[src/rtl/controller_reader_if.sv]
// Bus bundle for controller_reader: CPU-side poll/read signals plus the pad serial lines.
// The slave modport is the reader itself; the master modport is whatever drives it.
interface controller_reader_if #(
    parameter int NUM_CONTROLLERS = 2
) ();
    logic                       poll_start;
    logic [NUM_CONTROLLERS-1:0] ctrl_data_B;
    logic                       ctrl_latch;
    logic                       ctrl_clk;
    logic                       cpu_address;
    logic                       SELECT_controller;
    logic [7:0]                 data_out;
    logic                       busy;
    logic                       valid;

    modport master (
        output poll_start, ctrl_data_B, cpu_address, SELECT_controller,
        input  ctrl_latch, ctrl_clk, data_out, busy, valid
    );

    modport slave (
        input  poll_start, ctrl_data_B, cpu_address, SELECT_controller,
        output ctrl_latch, ctrl_clk, data_out, busy, valid
    );
endinterface

[src/rtl/controller_reader.sv]
// Serial reader for NES-style gamepads: latch, clock out 8 bits per pad, publish atomically.
// Optional macro CONTROLLER_DEBOUNCE_EN: a new byte is published only after two identical polls.
module controller_reader #(
    parameter int NUM_CONTROLLERS = 2,
    parameter int HALF_PERIOD     = 6
) (
    input logic                clk_12_5875,
    input logic                rst,
    controller_reader_if.slave bus
);

    localparam int TIMER_W = $clog2(2 * HALF_PERIOD);
    localparam logic [TIMER_W-1:0] HALF_LAST  = TIMER_W'(HALF_PERIOD - 1);
    localparam logic [TIMER_W-1:0] LATCH_LAST = TIMER_W'(2 * HALF_PERIOD - 1);

    typedef enum logic [2:0] {IDLE, LATCH, LOW, HIGH, DONE} state_e;

    state_e                           state_q, state_d;
    logic [TIMER_W-1:0]               timer_q, timer_d;
    logic [2:0]                       bit_q, bit_d;
    logic [NUM_CONTROLLERS-1:0][7:0]  shift_q, shift_d;
    logic [NUM_CONTROLLERS-1:0][7:0]  shadow_q, shadow_d;
    logic                             ctrl_latch_q, ctrl_latch_d;
    logic                             ctrl_clk_q, ctrl_clk_d;
    logic                             busy_q, busy_d;
    logic                             valid_q, valid_d;
`ifdef CONTROLLER_DEBOUNCE_EN
    logic [NUM_CONTROLLERS-1:0][7:0]  candidate_q, candidate_d;
    logic                             confirmed;
`endif
    logic [7:0]                       pad_byte [2];

    always_ff @(posedge clk_12_5875) begin
        if (rst) begin
            state_q      <= IDLE;
            timer_q      <= '0;
            bit_q        <= '0;
            shift_q      <= '0;
            shadow_q     <= '0;
            ctrl_latch_q <= 1'b0;
            ctrl_clk_q   <= 1'b0;
            busy_q       <= 1'b0;
            valid_q      <= 1'b0;
`ifdef CONTROLLER_DEBOUNCE_EN
            candidate_q  <= '0;
`endif
        end else begin
            state_q      <= state_d;
            timer_q      <= timer_d;
            bit_q        <= bit_d;
            shift_q      <= shift_d;
            shadow_q     <= shadow_d;
            ctrl_latch_q <= ctrl_latch_d;
            ctrl_clk_q   <= ctrl_clk_d;
            busy_q       <= busy_d;
            valid_q      <= valid_d;
`ifdef CONTROLLER_DEBOUNCE_EN
            candidate_q  <= candidate_d;
`endif
        end
    end

    always_comb begin
        state_d = state_q;
        case (state_q)
            IDLE:    if (bus.poll_start) state_d = LATCH;
            LATCH:   if (timer_q == LATCH_LAST) state_d = LOW;
            LOW:     if (timer_q == HALF_LAST) state_d = HIGH;
            HIGH:    if (timer_q == HALF_LAST) state_d = (bit_q == 3'd7) ? DONE : LOW;
            DONE:    state_d = IDLE;
            default: state_d = IDLE;
        endcase
    end

    // Pad lines and busy are registered from the next state so they line up with the state itself.
    always_comb begin
        timer_d  = timer_q + 1'b1;
        if (state_d != state_q || state_q == IDLE) timer_d = '0;
        bit_d    = bit_q;
        shift_d  = shift_q;
        shadow_d = shadow_q;
        valid_d  = valid_q;
`ifdef CONTROLLER_DEBOUNCE_EN
        candidate_d = candidate_q;
        confirmed   = 1'b1;
`endif
        case (state_q)
            IDLE: if (state_d == LATCH) bit_d = '0;
            LOW: begin
                if (timer_q == HALF_LAST) begin
                    for (int n = 0; n < NUM_CONTROLLERS; n++) shift_d[n][bit_q] = ~bus.ctrl_data_B[n];
                end
            end
            HIGH: if (timer_q == HALF_LAST && bit_q != 3'd7) bit_d = bit_q + 1'b1;
            DONE: begin
`ifdef CONTROLLER_DEBOUNCE_EN
                for (int n = 0; n < NUM_CONTROLLERS; n++) begin
                    if (shift_q[n] == candidate_q[n]) shadow_d[n] = shift_q[n];
                    else confirmed = 1'b0;
                end
                candidate_d = shift_q;
                if (confirmed) valid_d = 1'b1;
`else
                shadow_d = shift_q;
                valid_d  = 1'b1;
`endif
            end
            default: ;
        endcase
        ctrl_latch_d = (state_d == LATCH);
        ctrl_clk_d   = (state_d == HIGH);
        busy_d       = (state_d == LATCH) || (state_d == LOW) || (state_d == HIGH);
    end

    // Absent pads read back as zero rather than aliasing onto a real one.
    for (genvar g = 0; g < 2; g++) begin : g_pad_byte
        if (g < NUM_CONTROLLERS) begin : g_present
            assign pad_byte[g] = shadow_q[g];
        end else begin : g_absent
            assign pad_byte[g] = 8'h00;
        end
    end

    assign bus.data_out   = bus.SELECT_controller ? pad_byte[bus.cpu_address] : 8'h00;
    assign bus.ctrl_latch = ctrl_latch_q;
    assign bus.ctrl_clk   = ctrl_clk_q;
    assign bus.busy       = busy_q;
    assign bus.valid      = valid_q;

endmodule

[src/flat_wrapper.sv]
// flat-port wrapper written by rule: the top's interface ports become plain ports
module controller_reader_flat 
#(
    parameter int NUM_CONTROLLERS = 2,
    parameter int HALF_PERIOD     = 6
)
  (clk_12_5875, rst, bus_poll_start, bus_ctrl_data_B, bus_cpu_address, bus_SELECT_controller, bus_ctrl_latch, bus_ctrl_clk, bus_data_out, bus_busy, bus_valid);
  controller_reader_if #(.NUM_CONTROLLERS(NUM_CONTROLLERS)) bus_i ();
  input logic clk_12_5875;
  input logic rst;
  input wire logic [$bits(bus_i.poll_start)-1:0] bus_poll_start;
  input wire logic [$bits(bus_i.ctrl_data_B)-1:0] bus_ctrl_data_B;
  input wire logic [$bits(bus_i.cpu_address)-1:0] bus_cpu_address;
  input wire logic [$bits(bus_i.SELECT_controller)-1:0] bus_SELECT_controller;
  output wire logic [$bits(bus_i.ctrl_latch)-1:0] bus_ctrl_latch;
  output wire logic [$bits(bus_i.ctrl_clk)-1:0] bus_ctrl_clk;
  output wire logic [$bits(bus_i.data_out)-1:0] bus_data_out;
  output wire logic [$bits(bus_i.busy)-1:0] bus_busy;
  output wire logic [$bits(bus_i.valid)-1:0] bus_valid;
  assign bus_i.poll_start = bus_poll_start;
  assign bus_i.ctrl_data_B = bus_ctrl_data_B;
  assign bus_i.cpu_address = bus_cpu_address;
  assign bus_i.SELECT_controller = bus_SELECT_controller;
  assign bus_ctrl_latch = bus_i.ctrl_latch;
  assign bus_ctrl_clk = bus_i.ctrl_clk;
  assign bus_data_out = bus_i.data_out;
  assign bus_busy = bus_i.busy;
  assign bus_valid = bus_i.valid;
  controller_reader #(.NUM_CONTROLLERS(NUM_CONTROLLERS), .HALF_PERIOD(HALF_PERIOD)) u_core (.clk_12_5875(clk_12_5875), .rst(rst), .bus(bus_i));
endmodule
[config.mk]
export PLATFORM = sky130hd
export DESIGN_NAME = controller_reader_flat
export DESIGN_NICKNAME = d
export VERILOG_FILES = /design/src/rtl/controller_reader_if.sv /design/src/rtl/controller_reader.sv /design/src/flat_wrapper.sv
export SDC_FILE = /design/constraint.sdc
export NUM_CORES = 1
export LEC_CHECK = 0
export BUFFER_PORTS_ARGS = -buffer_cell sky130_fd_sc_hd__buf_2
export CORE_ASPECT_RATIO = 1.75
export CORE_MARGIN = 3
export CORE_UTILIZATION = 57
export DETAILED_ROUTE_END_ITERATION = 8
export PLACE_DENSITY_LB_ADDON = 0.3
export REMOVE_ABC_BUFFERS = 1
export SLEW_MARGIN = 20
export SYNTH_ARGS = -nofsm -noshare
export SYNTH_HDL_FRONTEND = slang
export SYNTH_SLANG_ARGS = --single-unit
[constraint.sdc]
create_clock -name clk_12_5875 -period 2.5 [get_ports clk_12_5875]
set_clock_uncertainty 0.1 [all_clocks]
set_input_delay 0.25 -clock clk_12_5875 [delete_from_list [all_inputs] [get_ports clk_12_5875]]
set_output_delay 0.25 -clock clk_12_5875 [all_outputs]
set_load 0.01 [all_outputs]
==> flow_metrics.py, run 1 <==
metrics = {
    "run_status": {
        "status": "complete, no violations",
    },
    "synthesis": {
        "yosys-top-cells-area": "dfxtp_1 (46%), a21oi_1 (7.3%), nand2_1 (6.0%)",
        "synth_edf_count": 0,
        "async_flop_share": 0,
        "synth_top_family_by_area": "simple AND/OR/NAND/NOR gates",
        "synthTopCellsByCount": "dfxtp_1 (46), nand2_1 (32), a21oi_1 (29)",
        "ys_types": 43,
        "ys_ff_latch": 46,
        "synth_compound_area_frac": 0.194,
        "netlist_area_um2": 1990,
        "synth_top_area_share": 0.462,
        "synthAdderAreaFrac": 0.0251,
        "synth.area.mux_share": 0.0458,
        "synthFlopType": "dfxtp_1",
        "yosysWarnings": 0,
        "ys_seq_area_frac": 0.462,
        "synthCells": 219,
        "postSynthAreaPerCell_um2": 9.10,
        "yosysMostFrequentCell": "dfxtp_1",
        "yosys.area_share.xor_xnor": 0.00879,
        "yosys.area.top_type": "dfxtp_1",
        "synth_simple_gate_area_frac": 0.217,
    },
    "die": {
        "die_w_um": 50.7,
        "core_area_um2": 3240,
        "num_rows": 27,
        "start_util": 0.615,
        "ioPinCount": 19,
        "dieArea_um2": 4270,
        "fp.dieH_um": 84.2,
    },
    "global_routing": {
        "busiest_layer": "met2",
        "grt_pass1_vias": 1499,
        "grt_overflow": 0,
        "grt_use_met3": 0.0462,
        "antenna_found_initial": 0,
        "grt_use_met2": 0.376,
        "grt_pass1_wl_um": 6510,
        "track_usage": 0.199,
        "use_met1": 0.188,
        "grt_start_max_net_pins": 41,
    },
    "sta": {
        "worstMarginPinSlew_ns": 0.688,
        "slew_violations": 0,
        "fin_ws_ns": 0.366,
        "min_period_ns": 2.13,
        "rsz0062_at_grt": "false",
        "setup_violations": 0,
        "fin_crit_sh": 0.854,
        "finalSetupTns_ns": 0,
        "hold_viol": 0,
        "slew_headroom": 0.539,
        "fmax_ghz": 0.469,
    },
    "worst_setup_path": {
        "critPathMaxFanout": 15,
        "cp-end-kind": "flip-flop",
        "setup.worst_path.start": "u_core.state_q[1]",
        "required_ns": 2.61,
        "r2r-start": "u_core.state_q[1]",
        "crit_type": "reg -> reg",
        "start_kind": "flip-flop",
        "arrival_ns": 2.24,
    },
    "drt": {
        "ant_nets": 0,
        "dr.pass1.iters": 4,
        "drc": 0,
        "via_per_inst": 5.81,
        "wl_per_cell_um": 14.1,
        "via_count": 1587,
        "routed_wl_um": 3850,
        "first_iter_violations": 37,
    },
    "place": {
        "dp.final_hpwl_um": 2790,
        "io_buffers": 18,
        "post-place-ws_ns": 0.479,
        "routabilityCongestion": 0.779,
        "dp.cells": 265,
    },
    "layout": {
        "finalCoreUtilization": 0.674,
        "fin_cells": 273,
        "final_nets": 240,
        "final_layout_size_suffix_gt1_frac": 0.157,
        "antennaDiodeCount": 0,
        "syn2layout_area_growth_pct": 9.60,
    },
    "clock_network": {
        "ctsHoldBuffers": 0,
        "cts.path.max_buffers": 2,
        "clkTransAtPathRegs_ns": 0.08,
        "insertion_delay_ns": 0.30,
        "cts_setup_buffers": 0,
        "cts.sinks": 46,
        "cts_tree": "done",
        "ctsHtreeMaxLevel": 2,
        "numCtsBuffers": 5,
        "cts_root_buf": "clkbuf_8",
        "cts_resized": 0,
    },
    "job": {
        "maxCapViolCount": 0,
    },
    "power": {
        "irDropWorstVdd_mv": 0.517,
        "p_leak_nw": 0.816,
        "power_density_nw_per_um2": 616,
    },
    "hold_path": {
        "holdCritStartpoint": "bus_ctrl_data_B[1]",
        "hp-class": "in -> reg",
    },
}
-- path summary, 6_finish.rpt --
| kind | endpoint | slack [ns] | depth (start not counted) |
|---|---|---|---|
| worst min-delay path | u_core.shift_q[14] | 0.16 | 2 |
| worst max-delay path | u_core.shift_q[9] | 0.37 | 4 |
| worst min register to register | u_core.pad_byte[1] | 0.36 | 2 |
| worst max register to register | u_core.shift_q[9] | 0.37 | 4 |
-- stage by stage --
stage	hold WS [ns]	power (W)	area, um^2
after CTS	0.149	0.00136	2180
after global placement	0.342	0.000812	2070
final	0.155	0.00135	2180
after detailed placement	0.346	0.000813	2070
after floorplan	0.219	0.000784	1910
after global routing	0.145	0.00139	2180
-- placed cells by master (no fill, tap or decap), drive strengths merged, types with 2 or more instances in the layout --
cell and count:
or3 2, nand2b 2, nand3 2, nand2 32
and3 3, o21ai 2, a21oi 29, a31oi 4
ha 4, nor2b 10, nor4b 2, a22o 2
clkbuf 5, a311oi 10, nor2 13, buf 20
nor4 3, a211oi 7, inv 5, mux2i 8
nand3b 3, nor3 3, dfxtp 46
-- metal layers --
layer	wire length, um	up-vias
met4	99	0
met3	132	10
li1	-	799
met5	0	-
met1	1430	746
met2	2180	32
-- critical path, stage by stage (launching register included) --
cell and delay [ns]:
dfxtp_1 0.57, nand2b_1 0.26, nor4b_4 0.65, a21oi_1 0.16
a311oi_1 0.30
-- sequential cells by signal (all words and copies together), names as in the netlist --
name	count
u_core.bus.ctrl_latch	1
u_core.bus.valid	1
u_core.shift_q	16
u_core.timer_q	4
u_core.bus.busy	1
u_core.bus.ctrl_clk	1
u_core.state_q	3
u_core.pad_byte	16
u_core.bit_q	3
-- kinds of logic (layout without fill, tap and decap cells) --
| kind of cell | after synthesis | count (layout) |
|---|---|---|
| AND/OR/NAND/NOR | 78 | 78 |
| AO/OA/AOI/OAI | 59 | 59 |
| flip-flops | 46 | 46 |
| buffers and inverters | 21 | 32 |
| multiplexers | 9 | 9 |
| adder cells (fa/ha/maj) | 4 | 4 |
| XOR/XNOR | 2 | 2 |
-- layout make-up --
cell class	count	area, um^2
fillers	287	1060
repair buffers	20	105
flip-flops and latches	46	921
clock buffers	5	68.8
clock inverters	3	43.8
inverters	4	15.0
multi-input cells	152	977
well taps	43	53.8
-- power by group --
| group | switching (W) | internal (W) | total, W |
|---|---|---|---|
| clock | 0.000251 | 0.000299 | 0.000550 |
| sequential | 0.00000784 | 0.000737 | 0.000745 |
| combinational | 0.0000311 | 0.0000195 | 0.0000507 |
| total | 0.000290 | 0.00106 | 0.00135 |
No activity file was read; power rests on OpenSTA's default activity.
==> inputs of run 2 (changes only) <==
Settings changed: PLACE_DENSITY from default to 0.78, PLACE_DENSITY_LB_ADDON 0.3 to default.
==> flow_metrics.py, run 2 (synthesized netlist as in run 1, its figures left out) <==
metrics = {
    "clock_network": {
        "ctsHtreeMaxLevel": 2,
        "clkTransAtPathRegs_ns": 0.08,
        "cts_tree": "done",
        "ctsHoldBuffers": 0,
        "insertion_delay_ns": 0.29,
        "cts.path.max_buffers": 2,
        "cts_resized": 0,
        "cts_setup_buffers": 0,
        "numCtsBuffers": 5,
        "cts.sinks": 46,
        "cts_root_buf": "clkbuf_8",
    },
    "global_routing": {
        "grt_start_max_net_pins": 41,
        "grt_pass1_vias": 1502,
        "busiest_layer": "met2",
        "grt_pass1_wl_um": 6570,
        "grt_overflow": 0,
        "track_usage": 0.197,
        "use_met1": 0.209,
        "grt_use_met3": 0.0337,
        "antenna_found_initial": 0,
        "grt_use_met2": 0.360,
    },
    "job": {
        "maxCapViolCount": 0,
    },
    "layout": {
        "syn2layout_area_growth_pct": 9.10,
        "final_nets": 239,
        "fin_cells": 272,
        "final_layout_size_suffix_gt1_frac": 0.148,
        "final_common_cell": "dfxtp_1",
        "stdcell_area_um2": 2170,
        "mostFrequentLayoutCells": "dfxtp_1 (46), nand2_1 (32), a21oi_1 (29)",
        "multi_input_area_um2": 977,
        "ff_latch_area_um2": 921,
        "fillers": 287,
        "antennaDiodeCount": 0,
    },
    "sta": {
        "finalSetupTns_ns": 0,
        "setup_violations": 0,
        "fmax_ghz": 0.464,
        "slew_headroom": 0.518,
        "slew_violations": 0,
        "hold_viol": 0,
        "fin_crit_sh": 0.863,
        "rsz0062_at_grt": "false",
        "worstMarginPinSlew_ns": 0.720,
        "min_period_ns": 2.16,
    },
    "die": {
        "ioPinCount": 19,
        "num_rows": 27,
        "dieArea_um2": 4270,
        "fp.dieH_um": 84.2,
        "core_area_um2": 3240,
        "start_util": 0.615,
        "die_w_um": 50.7,
    },
    "place": {
        "dp.cells": 264,
        "dp.final_hpwl_um": 2830,
        "routabilityCongestion": 0.764,
        "io_buffers": 18,
        "place_area_um2": 2060,
    },
    "hold_path": {
        "hp-class": "in -> reg",
    },
    "drt": {
        "wl_per_cell_um": 14.1,
        "dr.pass1.iters": 4,
        "via_count": 1586,
        "drc": 0,
        "ant_nets": 0,
        "routed_wl_um": 3830,
        "first_iter_violations": 50,
        "via_per_inst": 5.83,
    },
    "run_status": {
        "status": "complete, no violations",
    },
    "worst_setup_path": {
        "crit_type": "reg -> reg",
        "start_kind": "flip-flop",
        "critPathMaxFanout": 15,
        "required_ns": 2.60,
        "cp-end-kind": "flip-flop",
        "arrival_ns": 2.26,
    },
    "power": {
        "p_sw_frac": 0.210,
        "p_leak_nw": 0.803,
        "total_power_w": 0.00134,
        "p_seq_frac": 0.558,
        "irDropWorstVdd_mv": 0.579,
        "power_density_nw_per_um2": 614,
        "comb_power_share": 0.038,
        "p_int_w": 0.00105,
        "power_switching_w": 0.000281,
        "pwr-share-clk": 0.405,
    },
}
[run 2: cell count changes in the layout (fill, tap and decap cells not counted)]
| cell | change |
|---|---|
| clkinvlp_4 | +1 |
| inv_6 | -1 |
| clkinv_2 | -1 |
| buf_4 | -1 |
| clkbuf_1 | +1 |
[run 2: area by class of cell]
class,count,area share
well taps,43,0.0247
multi-input cells,152,0.449
inverters,4,0.00690
clock buffers,6,0.0334
clock inverters,2,0.0173
flip-flops and latches,46,0.423
repair buffers,19,0.0449
[run 2: worst max-delay path, cell delays in order, from the launching register on]
cell and delay (ns):
dfxtp_1 0.58, nand2b_1 0.26, nor4b_4 0.67, a21oi_1 0.15
a311oi_1 0.29
[run 2: final timing paths]
check | startpoint | end | slack, ns | cells after the start
worst max-delay path | u_core.state_q[1] | u_core.shift_q[1] | 0.34 | 4
worst min-delay path | bus_ctrl_data_B[0] | u_core.shift_q[7] | 0.17 | 2
worst max register to register | u_core.state_q[1] | u_core.shift_q[1] | 0.34 | 4
worst min register to register | u_core.pad_byte[12] | u_core.pad_byte[12] | 0.36 | 2
[run 2: stage by stage]
stage / utilization / hold WS, ns / setup slack, ns
after floorplan: - / 0.219 / 0.719
after global placement: 0.637 / 0.343 / 0.577
after detailed placement: 0.637 / 0.347 / 0.430
after CTS: 0.671 / 0.159 / 0.380
after global routing: 0.671 / 0.174 / 0.167
final: 0.671 / 0.170 / 0.343
[run 2: power groups by stage]
stage | registers [W] | clock network (W) | logic [W]
6_report | 0.000745 | 0.000541 | 0.0000507
5_1_grt | 0.000746 | 0.000588 | 0.0000555
4_1_cts | 0.000745 | 0.000555 | 0.0000510
3_5_place_dp | 0.000762 | 0 | 0.0000509
3_3_place_gp | 0.000762 | 0 | 0.0000480
2_1_floorplan | 0.000763 | 0 | 0.0000212
[run 2: metal layers]
layer	wire (um)	share of wire	vias up
met5	0	0	-
met4	74	0.019	0
li1	-	-	801
met1	1460	0.38	744
met2	2160	0.56	35
met3	129	0.034	6
